==> config.mk <==
export PLATFORM = sky130hd
export DESIGN_NAME = mu0_boot_ctrl
export DESIGN_NICKNAME = d
export VERILOG_FILES = /design/src/rtl/mu0_pkg.sv /design/src/rtl/mu0_cycle_counter.sv /design/src/rtl/mu0_boot_ctrl.sv
export SDC_FILE = /design/constraint.sdc
export NUM_CORES = 1
export LEC_CHECK = 0
export ABC_CLOCK_PERIOD_IN_PS = 4590
export CORE_ASPECT_RATIO = 0.8
export CORE_MARGIN = 2
export CORE_UTILIZATION = 49
export DETAILED_ROUTE_END_ITERATION = 6
export PLACE_DENSITY = 0.87
export RECOVER_POWER = 25
export SLEW_MARGIN = 20
export SYNTH_ARGS = -nofsm -noshare
export SYNTH_HDL_FRONTEND = slang
export SYNTH_SLANG_ARGS = --single-unit
==> constraint.sdc <==
create_clock -name clk -period 4.59 [get_ports clk]
set_input_delay 1.1475 -clock clk [delete_from_list [all_inputs] [get_ports clk]]
set_output_delay 1.1475 -clock clk [all_outputs]
set_load 0.01 [all_outputs]
==> src/rtl/mu0_pkg.sv <==
// Shared definitions for the MU0 boot/run controller and the benches around it.
//   boot_state_t : controller FSM states
//   ADDR_W_DEF / DATA_W_DEF : default RAM geometry (4K x 16)
//   mu0_op_t / mu0_word : MU0 opcodes and a word assembler for loader images
package mu0_pkg;

  localparam int ADDR_W_DEF = 12;
  localparam int DATA_W_DEF = 16;

  typedef enum logic [2:0] {
    ST_IDLE,
    ST_LOAD,
    ST_RESET,
    ST_RUN,
    ST_DONE,
    ST_TIMEOUT
  } boot_state_t;

  typedef enum logic [3:0] {
    OP_LDA = 4'h0,
    OP_STO = 4'h1,
    OP_ADD = 4'h2,
    OP_SUB = 4'h3,
    OP_JMP = 4'h4,
    OP_JGE = 4'h5,
    OP_JNE = 4'h6,
    OP_STP = 4'h7
  } mu0_op_t;

  // Opcode in the top nibble, 12-bit operand address below it.
  function automatic logic [15:0] mu0_word(input mu0_op_t op, input logic [11:0] operand);
    return {op, operand};
  endfunction

endpackage

==> src/rtl/mu0_cycle_counter.sv <==
// Saturating run-cycle counter.
//   clk, rst    : clock, async active-high reset
//   clr_i       : synchronous clear (wins over en_i)
//   en_i        : count this edge
//   count_o     : current count, sticks at all-ones
//   hit_o       : the next enabled edge brings the count to MAX_CYCLES
module mu0_cycle_counter #(
  parameter int COUNT_W    = 32,
  parameter int MAX_CYCLES = 1024
) (
  input  logic               clk,
  input  logic               rst,
  input  logic               clr_i,
  input  logic               en_i,
  output logic [COUNT_W-1:0] count_o,
  output logic               hit_o
);

  // Budget must be representable in COUNT_W bits for hit_o to ever fire.
  localparam logic [COUNT_W-1:0] HIT_VAL = COUNT_W'(MAX_CYCLES - 1);

  logic [COUNT_W-1:0] count_q, count_d;

  always_comb begin
    count_d = count_q;
    if (clr_i)                        count_d = '0;
    else if (en_i && count_q != '1)   count_d = count_q + COUNT_W'(1);
  end

  always_ff @(posedge clk or posedge rst) begin
    if (rst) count_q <= '0;
    else     count_q <= count_d;
  end

  assign count_o = count_q;
  // Looks one edge ahead so the FSM leaves RUN on the edge the count lands on the budget.
  assign hit_o   = (count_q == HIT_VAL);

endmodule

==> src/rtl/mu0_boot_ctrl.sv <==
// MU0 boot and run controller.
// Streams a program image into the RAM, holds the CPU in reset for RESET_CYCLES,
// then gives the RAM bus to the CPU and watches cpu_running until halt or budget.
//   start                               : begin a load session (IDLE/DONE/TIMEOUT only)
//   load_valid/ready/data/last          : image word stream
//   cpu_running/address/read/write/writedata : CPU side of the RAM bus
//   cpu_rst                             : CPU reset (also asserted by rst)
//   mem_*                               : RAM bus
//   busy/done/timeout/cycle_count       : status
module mu0_boot_ctrl
  import mu0_pkg::*;
#(
  parameter int ADDR_W       = ADDR_W_DEF,
  parameter int DATA_W       = DATA_W_DEF,
  parameter int RESET_CYCLES = 2,
  parameter int MAX_CYCLES   = 1024,
  parameter int COUNT_W      = 32
) (
  input  logic               clk,
  input  logic               rst,
  input  logic               start,
  input  logic               load_valid,
  output logic               load_ready,
  input  logic [DATA_W-1:0]  load_data,
  input  logic               load_last,
  input  logic               cpu_running,
  input  logic [ADDR_W-1:0]  cpu_address,
  input  logic               cpu_read,
  input  logic               cpu_write,
  input  logic [DATA_W-1:0]  cpu_writedata,
  output logic               cpu_rst,
  output logic [ADDR_W-1:0]  mem_address,
  output logic               mem_read,
  output logic               mem_write,
  output logic [DATA_W-1:0]  mem_writedata,
  output logic               busy,
  output logic               done,
  output logic               timeout,
  output logic [COUNT_W-1:0] cycle_count
);

  localparam int          RC_W    = (RESET_CYCLES > 1) ? $clog2(RESET_CYCLES) : 1;
  localparam logic [RC_W-1:0] RC_LAST = RC_W'(RESET_CYCLES - 1);

  boot_state_t       state_q, state_d;
  logic [ADDR_W-1:0] addr_q, addr_d;
  logic [RC_W-1:0]   rcnt_q, rcnt_d;
  logic              done_q, done_d;
  logic              tmo_q, tmo_d;
  logic              cnt_clr, cnt_en, cnt_hit;

  mu0_cycle_counter #(
    .COUNT_W   (COUNT_W),
    .MAX_CYCLES(MAX_CYCLES)
  ) u_cnt (
    .clk    (clk),
    .rst    (rst),
    .clr_i  (cnt_clr),
    .en_i   (cnt_en),
    .count_o(cycle_count),
    .hit_o  (cnt_hit)
  );

  always_comb begin
    state_d       = state_q;
    addr_d        = addr_q;
    rcnt_d        = rcnt_q;
    done_d        = done_q;
    tmo_d         = tmo_q;
    cnt_clr       = 1'b0;
    cnt_en        = 1'b0;
    load_ready    = 1'b0;
    mem_address   = '0;
    mem_read      = 1'b0;
    mem_write     = 1'b0;
    mem_writedata = '0;

    unique case (state_q)
      ST_IDLE: begin
        addr_d  = '0;
        done_d  = 1'b0;
        tmo_d   = 1'b0;
        cnt_clr = 1'b1;
        if (start) state_d = ST_LOAD;
      end

      ST_LOAD: begin
        // ready is constant here, so valid alone marks the handshake and the write.
        load_ready    = 1'b1;
        mem_address   = addr_q;
        mem_writedata = load_data;
        mem_write     = load_valid;
        if (load_valid) begin
          // The top address ends the image even without last; no second pass.
          if (load_last || addr_q == '1) begin
            state_d = ST_RESET;
            rcnt_d  = '0;
          end else begin
            addr_d = addr_q + ADDR_W'(1);
          end
        end
      end

      ST_RESET: begin
        if (rcnt_q == RC_LAST) state_d = ST_RUN;
        else                   rcnt_d  = rcnt_q + RC_W'(1);
      end

      ST_RUN: begin
        mem_address   = cpu_address;
        mem_read      = cpu_read;
        mem_write     = cpu_write;
        mem_writedata = cpu_writedata;
        // A halt is checked first so it beats a budget hit on the same edge.
        if (!cpu_running) begin
          state_d = ST_DONE;
          done_d  = 1'b1;
        end else begin
          cnt_en = 1'b1;
          if (cnt_hit) begin
            state_d = ST_TIMEOUT;
            tmo_d   = 1'b1;
          end
        end
      end

      ST_DONE, ST_TIMEOUT: begin
        if (start) begin
          state_d = ST_LOAD;
          addr_d  = '0;
          done_d  = 1'b0;
          tmo_d   = 1'b0;
          cnt_clr = 1'b1;
        end
      end

      default: state_d = ST_IDLE;
    endcase
  end

  always_ff @(posedge clk or posedge rst) begin
    if (rst) begin
      state_q <= ST_IDLE;
      addr_q  <= '0;
      rcnt_q  <= '0;
      done_q  <= 1'b0;
      tmo_q   <= 1'b0;
    end else begin
      state_q <= state_d;
      addr_q  <= addr_d;
      rcnt_q  <= rcnt_d;
      done_q  <= done_d;
      tmo_q   <= tmo_d;
    end
  end

  // rst is folded in so the CPU is reset together with the system, not a cycle later.
  assign cpu_rst = rst || (state_q == ST_RESET) || (state_q == ST_TIMEOUT);
  assign busy    = (state_q == ST_LOAD) || (state_q == ST_RESET) || (state_q == ST_RUN);
  assign done    = done_q;
  assign timeout = tmo_q;

endmodule

# After elaboration in Yosys (flattened, before gate mapping)
# Index checks and enable logic that the tools add are counted.
# totals
output_inout_bits	67
reg_bits	50
inputBits	52
wordCells	77
# op_classes
eq_ne	18
mux	32
reduce_logical	18
addsub	3
# ops
operator	n
$mux W32	2
$mux W12	3
$pmux W12 S3	1
$add A32 B1 Y32 const B	1
$eq A32 B10 Y1 const B	1
$ne A32 B32 Y1 const B	1
$pmux W16 S2	1
$pmux W12 S2	1
$mux W3	6
$ne A2 B2 Y1 const B	8
$add A12 B1 Y12 const B	1
$eq A12 B12 Y1 const B	1
$mux W1	12
$pmux W3 S4	1
$reduce_and A4 Y1	2
$eq A3 B2 Y1 const B	2
$eq A3 B3 Y1 const B	2
$pmux W1 S2	3
$pmux W1 S3	2
$reduce_and A3 Y1	2
$reduce_bool A3 Y1	2
$logic_or A1 B1 Y1	5
$reduce_and A5 Y1	1
$reduce_bool A2 Y1	2
other kinds (8)	8

# Longest topological paths before layout
# Gate-level depths: netlist of run 1.
# logic_depth
ltp_word	5
ltp_mapped	8
depth_no_buf	7

# By module
# Synthesis of run 1 repeated with hierarchy kept, for this count alone.
# hier_totals
hier_cells	374
area_unflattened_um2	3353.2
# by_module_without_submodules
module	instances	area_each_um2	cells_per_inst
mu0_cycle_counter	1	1893.1	208
mu0_boot_ctrl	1	1460.2	166

# Worst setup path before layout of run 1
# Ideal clock, no wire load.
# synth_path
kind	in2out
from	in rst
to	out cpu_rst
n_path_buf	0
arrival_ns	2.511
path_slack_ns	0.931
stages	2
required_time_ns	3.443
cell_sequence	inv_1 nand3_1
# synth_via
elab_chain_len	2
# synth_rtl
item	line_no	source
from (decl)	mu0_boot_ctrl.sv:20	input logic rst,
$logic_or A1 B1 Y1 (2 in series)	mu0_boot_ctrl.sv:158	assign cpu_rst = rst || (state_q == ST_RESET) || (state_q == ST_TIMEOUT);
to (decl)	mu0_boot_ctrl.sv:31	output logic cpu_rst,
# No other way between the ends.

# Worst setup path in the final report of run 1
# layout_path
from	reg state_q[0]
to	out mem_write
# layout_via
elab_chain_len	2
word_cells_on_any_way	3
cone_classes	eq/ne: 2; mux: 1
# layout_rtl
item	line_no	source
from (decl)	mu0_boot_ctrl.sv:45	boot_state_t state_q, state_d;
from (signal assigned)	mu0_boot_ctrl.sv:149	state_q <= state_d;
$eq A3 B2 Y1 or $eq A3 B1 Y1 (tied branches)	mu0_boot_ctrl.sv:78	unique case (state_q)
$pmux W1 S2 (*)	mu0_boot_ctrl.sv:78	
to (decl)	mu0_boot_ctrl.sv:34	output logic mem_write,
# Every way passes the cells marked *; elsewhere a longest branch is shown, timed or not.

==> out/qor.txt, run 1 <==
Clk_lat worst skew: 0.32 ns
Synth area leaders: dfrtp_1, a22o_1, nand2_1
Clk slew on worst S/H paths: 0.10 ns
Slew at the pin closest to its max-slew limit: 2.75 ns
Drt via density: 6.51
Dominant synthesized flop cell: dfrtp_1
Post-synthesis cell count: 377
Worst Path Buf+Inv: 3
Initial Utilization: 50.9%
Die width: 95.2 um
Final Hold Fails: 0
GR Overflow Total: 0
Fin crit share: 88.7%
Post-DP HPWL: 7700 um
Antenna violations before repair: 0
Worst VDD drop: 0.214 mV
CP max FO: 28
Num rows: 26
Number of global-route vias before repair: 3370
Arr. time, crit path: 2.92 ns
CP max-delay cell: dfrtp_1
Clock skew: 0.0148 ns
Seq/Total Area, Yosys: 38.4%
Power per cell area: 388 nW/um^2
Area leader, netlist: dfrtp_1
CTS tree: done
CP max stage delay: 0.56 ns
Max_slew headroom: -83.4%
Setup violators final: 0
Kind of critical path: reg -> out
Hold_buf cts: 0
EDFF count, synth: 0
Avg Inst Size Synth: 8.65 um^2
Layout cells sized above 1: 5.36%
Cell Area, Synth: 3260 um^2
Proportion of netlist area held by the largest area contributor: 38.4%
Post-CTS Setup Bufs: 0
Clock buffer count from CTS: 5
Distinct cell type count after synthesis: 54
Leak: 1.75 nW
Fmax: 0.246 GHz
Drt total wl: 10700 um
Critical-path cell list: nor2b_1 -> nand2b_1 -> clkinv_1 -> buf_4 -> nand2_1 -> nand2_1 -> clkdlybuf4s50_1
Synthesis-to-layout area growth: 40.2%
Global-route wire length before repair: 17500 um
Core area: 6410 um^2
Bufs on Longest Clock Path: 2
Finished Cell Area: 4570 um^2
Die Y: 77.0 um
CTS resizes: 0
CP top delay family: simple AND/OR/NAND/NOR gates
Startpoint types: flop
Hold Path Class: reg -> reg
Die Area: 7320 um^2
Failing checks: max-capacitance violations, max-slew violations
Total Negative Setup Slacks: 0 ns
Drt first pass iters: 7
Async SR Flop Fraction: 100%
Nets: 538
Final count of pins violating max slew: 51
DR iter-0 viols: 440
Pin count of the biggest net entering global routing: 51
Tmin final: 4.07 ns
Critical path data required time: 3.44 ns
CTS sink cnt: 50
Most common cell after layout, fill and taps aside: clkdlybuf4s50_1
Warnings, synthesis: 0
Placed Area: 4470 um^2
Max Cap Viol: 1
# diodes: 0
Drt wl/cell: 18.7 um
CTS H-tree depth: 2
Ports: 119
Via count: 3702
Post-route ant nets: 0
Yosys reg bits: 50
Buffers on Ports: 118
CP Capture Type: primary output
GRT Util Overall: 30.1%
Syn Nets: 431
DRC: 0
CTS root buf: clkbuf_8
Most frequent CP cell: nand2_1
RSZ-0062 raised after global routing: no
Status: complete, but fails checks
Placer Congestion: 0.926
Most frequent cells in the layout: clkdlybuf4s50_1, dfrtp_1, nand2_1
## area by class of cell
cell class | count | area (um^2)
well taps | 84 | 105
multi-input cells | 295 | 1860
repair buffers | 122 | 1210
clock inverters | 1 | 8.76
fillers | 519 | 1840
flip-flops and latches | 50 | 1250
clock buffers | 7 | 96.3
inverters | 10 | 37.5
## where the power goes
part | switching [W] | leakage, nW | internal [W]
clock network | 0.000159 | 0.0544 | 0.000139
registers | 0.0000756 | 0.686 | 0.000476
logic | 0.000464 | 1.00 | 0.000457
total | 0.000699 | 1.75 | 0.00107
## cells in the mapped netlist, drive strengths merged, types with 7 or more instances
cell,instances
nor4,10
nor2,23
buf,10
nand2,41
or4,15
nand3,19
o31ai,19
a22o,27
inv,9
dfrtp,50
o21ai,28
a21oi,27
nand4,12
and4,7
clkbuf,12
## stage by stage
| step | std cells | util [%] | hold slack (ns) | worst slack (ns) | total power (W) |
|---|---|---|---|---|---|
| floorplan | 377 | - | 0.438 | 0.931 | 0.00104 |
| global placement | 561 | 69.7 | 0.474 | 1.02 | 0.00144 |
| detailed placement | 561 | 69.7 | 0.474 | 0.956 | 0.00147 |
| CTS | 569 | 71.4 | 0.486 | 0.602 | 0.00176 |
| global route | 569 | 71.3 | 0.521 | 0.210 | 0.00186 |
| finish | 569 | 71.3 | 0.493 | 0.519 | 0.00177 |
## registers in the layout, summed over array words and instances, names as in the netlist
register and cells:
timeout 1, u_cnt.count_o 32, state_q 3, done 1, rcnt_q 1, addr_q 12
## final timing paths
| path | startpoint | end | slack (ns) | cells after the start |
|---|---|---|---|---|
| max in group asynchronous | rst | u_cnt.count_o[29] | 0.75 | 3 |
| worst min-delay path | addr_q[11] | addr_q[11] | 0.49 | 1 |
| worst min register to register | addr_q[11] | addr_q[11] | 0.49 | 1 |
| min in group asynchronous | rst | rcnt_q | 2.30 | 3 |
| worst max register to register | state_q[0] | addr_q[6] | 1.73 | 8 |
| worst max-delay path | state_q[0] | mem_write | 0.52 | 7 |
## cells by family (layout without fill, tap and decap cells)
kind of cell | after synthesis | after routing | share of synthesized area, %
flops | 50 | 50 | 38.4
xor+xnor | 1 | 1 | 0.269
buf+inv | 32 | 140 | 4.45
mux | 3 | 3 | 0.921
compound gates | 126 | 126 | 27.0
fa+ha+maj | 2 | 2 | 0.768
simple gates | 163 | 163 | 28.2
## per-layer routing
metal / part of all wire (%) / wire length [um] / up-vias / global-route usage, %
met5: 0 / 0 / - / 0
met4: 1.8 / 197 / 0 / 7.83
met3: 8.3 / 880 / 31 / 4.32
met2: 46 / 4890 / 235 / 44.4
met1: 44 / 4690 / 1765 / 46.1
li1: - / - / 1671 / -
Power figures use the tool's default switching activity.
==> inputs of run 2 (changes only) <==
- CORE_UTILIZATION: 49 -> 55
- DONT_BUFFER_PORTS: unset -> 1
- PLACE_DENSITY: 0.87 -> 0.7
==> run 2 against run 1 <==
- critical path type unchanged
- highest routed layer unchanged
- largest power group unchanged
- first-iteration DRC count is 42% lower
- critical endpoint unchanged
- clock power is 8.1% lower
- core utilization is 14 points lower
- register-to-register slack worse by 0.03 ns
- sequential power hardly changed
- the flow still finishes with violations (max-capacitance violations, max-slew violations)
- sequential share of layout area is 9.9 points higher
- global-route usage is 4.0 points lower
- clock skew is 0.0035 ns lower
- final cell count is 22% lower
- hold slack worse by 0.013 ns
==> out/qor.txt, run 2 (synthesized netlist as in run 1, its figures left out) <==
CTS resizes: 0 (unchanged)
Drt wl/cell: 19.1 um (+2.0%)
Drt first pass iters: 5 (-2)
DR iter-0 viols: 256 (-42%)
Placer Congestion: 0.969 (+4.6%)
CP max FO: 28 (unchanged)
CP max stage delay: 0.72 ns (+0.16 ns)
Die Area: 6560 um^2 (-10%)
RSZ-0062 raised after global routing: no
Antenna violations before repair: 0 (unchanged)
Final Hold Fails: 0 (unchanged)
Synthesis-to-layout area growth: 3.07%
Most frequent cells in the layout: dfrtp_1, nand2_1, a21oi_1, a22o_1, o21ai_0
Hold Path Class: reg -> reg
Clk slew on worst S/H paths: 0.09 ns (about the same)
Core area: 5820 um^2 (-9.2%)
GR Overflow Total: 0 (unchanged)
Clock skew: 0.0112 ns (-0.00354 ns)
Buffers on Ports: 0 (-100%)
Drt via density: 6.78 (+4.2%)
Die Y: 72.9 um (-5.3%)
Post-CTS Setup Bufs: 0 (unchanged)
Max_slew headroom: -80.9% (+2.6 points)
CTS H-tree depth: 2 (unchanged)
Clock buffer count from CTS: 5 (unchanged)
Placed Instances: 438 (-22%)
Global-route wire length before repair: 13900 um (-21%)
Total Negative Setup Slacks: 0 ns (unchanged)
Most common cell after layout, fill and taps aside: dfrtp_1
Ports: 119 (unchanged)
Slew at the pin closest to its max-slew limit: 2.71 ns (-0.0384 ns)
Bufs on Longest Clock Path: 2 (unchanged)
Final count of pins violating max slew: 51 (unchanged)
Fin crit share: 85.3% (-3.4 points)
# diodes: 0 (unchanged)
Post-route ant nets: 0 (unchanged)
CP top delay family: simple AND/OR/NAND/NOR gates
Most frequent CP cell: nand2_1
GRT Util Overall: 26.1% (-4.0 points)
Initial Utilization: 56.0% (+5.2 points)
Layout cells sized above 1: 6.58% (+1.2 points)
Number of global-route vias before repair: 2619 (-22%)
CP Capture Type: primary output
Hold_buf cts: 0 (unchanged)
CP max-delay cell: clkinv_1
Clk_lat worst skew: 0.31 ns (about the same)
Fmax: 0.255 GHz (+4.0%)
Startpoint types: flop
Failing checks: max-capacitance violations, max-slew violations
Fill cells: 529 (+1.9%)
DRC: 0 (unchanged)
Drt total wl: 8520 um (-20%)
Post-DP HPWL: 6120 um (-20%)
Post-Layout Cell Count: 446 (-22%)
CTS root buf: clkbuf_8
Worst VDD drop: 0.201 mV (-6.1%)
Worst Path Buf+Inv: 1 (-2)
Nets: 418 (-22%)
Leak: 1.29 nW (-26%)
Critical path data required time: 3.44 ns (about the same)
Die width: 90.1 um (-5.4%)
Tmin final: 3.91 ns (-0.157 ns)
Via count: 3024 (-18%)
Num rows: 25 (-3.8%)
Arr. time, crit path: 2.77 ns (-0.15 ns)
Kind of critical path: reg -> out
Critical-path cell list: nand2b_1 -> clkinv_1 -> nand2_1 -> nand2_1
Max Cap Viol: 1 (unchanged)
Max FFs per register: 32 (unchanged)
CTS sink cnt: 50 (unchanged)
Pin count of the biggest net entering global routing: 51 (unchanged)
Power per cell area: 413 nW/um^2 (+6.6%)
Setup violators final: 0 (unchanged)
Status: complete, but fails checks
CTS tree: done
-- run 2: worst paths after layout --
kind | startpoint | endpoint | slack, ns | cells past startpoint
min in group asynchronous | rst | addr_q[11] | 1.89 | 2
worst min register to register | addr_q[11] | addr_q[11] | 0.48 | 1
worst min-delay path | addr_q[11] | addr_q[11] | 0.48 | 1
worst max register to register | state_q[0] | addr_q[11] | 1.70 | 7
max in group asynchronous | rst | u_cnt.count_o[18] | 1.16 | 2
worst max-delay path | state_q[1] | mem_write | 0.68 | 4
-- run 2: metal layers --
metal | GRT usage, % | part of all wire, %
met1 | 42.7 | 51
met5 | 0 | 0
met2 | 34.2 | 42
met4 | 5.98 | 0.54
met3 | 5.89 | 6.5
-- run 2: report_power, final --
part | total (W) | internal [W] | switching (W)
combinational | 0.000562 | 0.000187 | 0.000375
clock | 0.000273 | 0.000121 | 0.000151
sequential | 0.000554 | 0.000477 | 0.0000775
-- run 2: cell type report --
class                      instances  area [um^2]  area share, %
inverter                          10         37.5           1.12
clock inverter                     2         12.5          0.372
sequential                        50         1250           37.2
multi-input combinational        295         1860           55.5
tap                               81          101           3.02
timing repair buffer               2         11.3          0.335
clock buffer                       6         82.6           2.46
-- run 2: per-stage QoR --
step	total power, W	setup slack [ns]	area, um^2	hold slack, ns	utilization (%)
after detailed placement	0.00112	1.08	3270	0.470	56.2
after floorplan	0.00104	0.931	3260	0.438	-
after global routing	0.00148	0.379	3360	0.493	57.7
final	0.00139	0.676	3360	0.480	57.7
after CTS	0.00139	0.732	3360	0.482	57.8
after global placement	0.00110	1.24	3270	0.463	56.2
-- run 2: worst register-to-register path, delay by kind of cell (launching register included) --
family | cells | cell delay [ns]
DFF | 1 | 0.53
buffers and inverters | 1 | 0.53
AOI/OAI and AO/OA | 1 | 0.15
and+or+nand+nor | 5 | 1.62
==> inputs of run 3 (changes only) <==
- ABC_AREA: unset -> 1
==> run 3 against run 2 <==
- the flow now finishes without violations
- largest cell class unchanged
- maximum frequency rose by 22%
- first-iteration DRC count increased by 16%
- clock-buffer cell count did not move
- highest routed layer unchanged
- non-clock buffer count unchanged
- clock power is 5% lower
- die area up 12%
- cell area increased by 13%
- core utilization is 1.3 points higher
- total power grew 18%
- sequential power decreased by 3%
- worst setup slack improved by 0.71 ns
- via count rose by 19%
==> out/qor.txt, run 3 <==
M3 GR Usage: 8.35% (+2.5 points)
Drt via density: 5.89 (-13%)
Synth area leaders: dfrtp_1, nand2_1, nor2_1
Dominant synthesized flop cell: dfrtp_1
CP Capture Type: primary output
Power per cell area: 430 nW/um^2 (+4.2%)
Max Cap Viol: 0 (-1)
Die Area: 7370 um^2 (+12%)
Fmax: 0.312 GHz (+22%)
Clk_lat worst skew: 0.30 ns (about the same)
Combinational Power Share: 51.5% (+11 points)
Sequential Area: 1250 um^2 (unchanged)
Leak: 1.60 nW (+24%)
CTS tree: done
Startpoint types: flop
Post-CTS Setup Bufs: 0 (unchanged)
CTS H-tree depth: 2 (unchanged)
Setup violators final: 0 (unchanged)
Hold_buf cts: 0 (unchanged)
Die width: 95.5 um (+6.0%)
Drt total wl: 10600 um (+24%)
Max_slew headroom: 44.1% (+120 points)
Setup ws final: 1.38 ns (+0.709 ns)
Synthesis-to-layout area growth: 3.19%
CTS sink cnt: 50 (unchanged)
Number of global-route vias before repair: 3233 (+23%)
Sequential power share: 32.7% (-7.2 points)
Met1 usage: 47.2% (+4.5 points)
CTS root buf: clkbuf_8
CTS resizes: 0 (unchanged)
Buffers on Ports: 0 (unchanged)
Via count: 3604 (+19%)
Area of the multi-input gates: 2120 um^2 (+14%)
Global-route wire length before repair: 17000 um (+22%)
Drt first pass iters: 5 (unchanged)
Share of total power in the clock network: 15.8% (-3.8 points)
Fill cells: 632 (+19%)
EDFF count, synth: 0 (unchanged)
Bufs on Longest Clock Path: 2 (unchanged)
Antenna violations before repair: 0 (unchanged)
Pint: 0.000789 W (+0.54%)
Most frequent cells after synthesis: nand2_1, nor2_1, inv_1, dfrtp_1, o21ai_0
Most frequent cells in the layout: nand2_1, nor2_1, inv_1
Distinct cell type count after synthesis: 38 (-30%)
Layout cells sized above 1: 9.85% (+3.3 points)
Post-synthesis cell count: 533 (+41%)
Async SR Flop Fraction: 100% (unchanged)
Yosys reg bits: 50 (unchanged)
Critical-path cell list: inv_2 -> nand2_1 -> nor2_4 -> buf_4 -> inv_1 -> o21ai_0
Final Hold Fails: 0 (unchanged)
Cell Area, Synth: 3680 um^2 (+13%)
RSZ-0062 raised after global routing: no
Drt wl/cell: 17.3 um (-9.5%)
Worst VDD drop: 0.260 mV (+29%)
Seq/Total Area, Yosys: 34.0% (-4.4 points)
Post-DP HPWL: 8100 um (+32%)
Post-route ant nets: 0 (unchanged)
Avg Inst Size Synth: 6.91 um^2 (-20%)
Final count of pins violating max slew: 0 (-100%)
GR Overflow Total: 0 (unchanged)
GRT Util Overall: 29.3% (+3.2 points)
Core area: 6440 um^2 (+11%)
Kind of critical path: reg -> out
Arr. time, crit path: 2.06 ns (-0.71 ns)
Num rows: 26 (+4.0%)
Area leader, netlist: dfrtp_1
Hold Path Class: reg -> reg
Clk slew on worst S/H paths: 0.08 ns (about the same)
Placer Congestion: 0.934 (-3.6%)
Total Negative Setup Slacks: 0 ns (unchanged)
Sw Ratio: 51.8% (+8.3 points)
Switching power total: 0.000847 W (+40%)
# diodes: 0 (unchanged)
Slew at the pin closest to its max-slew limit: 0.837 ns (-1.88 ns)
CP max-delay cell: dfrtp_1
Status: complete, no violations
CP max stage delay: 0.42 ns (-0.30 ns)
DRC: 0 (unchanged)
Critical path data required time: 3.44 ns (about the same)
Die Y: 77.2 um (+6.0%)
Warnings, synthesis: 0 (unchanged)
Initial Utilization: 57.2% (+1.2 points)
DR iter-0 viols: 297 (+16%)
Met2 usage: 39.5% (+5.3 points)
Nets: 583 (+39%)
Tmin final: 3.21 ns (-0.709 ns)
Fin crit share: 69.8% (-15 points)
CP max FO: 28 (unchanged)
Proportion of netlist area held by the largest area contributor: 34.0% (-4.4 points)
Library cell with the highest instance count after synthesis: nand2_1
Most common cell after layout, fill and taps aside: nand2_1
Syn Nets: 587 (+36%)
Clock buffer count from CTS: 5 (unchanged)
Final Core Density: 59.0% (+1.3 points)
Clock skew: 0.00917 ns (-0.00206 ns)
Pre-CTS setup slack: 1.72 ns (+0.639 ns)
Ports: 119 (unchanged)
Pin count of the biggest net entering global routing: 51 (unchanged)
Max FFs per register: 32 (unchanged)
Most used routing layer: met1
-- run 3: cell count changes after synthesis, moves of 15 or more --
cell	delta
o31ai_1	-18
or4_1	-15
nand3_1	+16
o21ai_2	+16
nand4_1	+15
a21oi_1	-22
nor2_1	+44
nand2_1	+108
inv_1	+46
-- run 3: path summary, 6_finish.rpt --
kind | slack (ns) | depth (start not counted) | endpoint | from
worst max register to register | 2.09 | 10 | u_cnt.count_o[20] | u_cnt.count_o[0]
worst min-delay path | 0.47 | 2 | rcnt_q | rcnt_q
worst max-delay path | 1.38 | 6 | mem_address[4] | state_q[2]
worst min register to register | 0.47 | 2 | rcnt_q | rcnt_q
min in group asynchronous | 1.07 | 2 | u_cnt.count_o[18] | rst
max in group asynchronous | 3.11 | 2 | u_cnt.count_o[29] | rst
-- run 3: cells by family (layout without fill, tap and decap cells) --
| logic type | count (synthesis) | count (layout) | synth area share [%] |
|---|---|---|---|
| buffers and inverters | 74 | 69 | 8.53 |
| xor gates and xnor gates | 10 | 10 | 2.38 |
| DFF | 50 | 50 | 34.0 |
| AOI/OAI and AO/OA | 88 | 88 | 16.5 |
| adders and majority gates | 2 | 2 | 0.679 |
| and+or+nand+nor | 309 | 309 | 37.9 |
-- run 3: per-stage QoR --
| stage | instances | instance area (um^2) | power (W) | hold WS (ns) |
|---|---|---|---|---|
| finish | 612 | 3800 | 0.00164 | 0.475 |
| global route | 612 | 3800 | 0.00175 | 0.510 |
| CTS | 612 | 3800 | 0.00165 | 0.480 |
| detailed placement | 606 | 3720 | 0.00139 | 0.459 |
| global placement | 606 | 3720 | 0.00137 | 0.447 |
| floorplan | 533 | 3680 | 0.00126 | 0.434 |
-- run 3: area by class of cell --
class | instances | area share, %
Sequential cell | 50 | 32.9
Inverter | 61 | 6.02
Multi-Input combinational cell | 409 | 55.7
Clock buffer | 6 | 2.17
Timing Repair Buffer | 2 | 0.395
Tap cell | 84 | 2.76
-- run 3: worst max-delay path: cells and delay by family, from the launching register on --
| family | cells | cell delay, ns |
|---|---|---|
| compound gates | 1 | 0.42 |
| buf+inv | 3 | 0.68 |
| simple gates | 2 | 0.22 |
| flops | 1 | 0.42 |
-- run 3: per-layer routing --
| metal | vias to the layer above | routed length [um] |
|---|---|---|
| met2 | 142 | 4450 |
| li1 | 1758 | - |
| met3 | 7 | 1020 |
| met5 | - | 0 |
| met4 | 0 | 78 |
| met1 | 1697 | 5040 |
-- run 3: power groups by stage --
stage                     combinational [W]  sequential [W]  clock, W
after floorplan                    0.000725        0.000530         0
after global placement             0.000826        0.000542         0
after detailed placement           0.000843        0.000544         0
after CTS                          0.000844        0.000536  0.000269
after global routing               0.000931        0.000541  0.000283
final                              0.000843        0.000535  0.000259
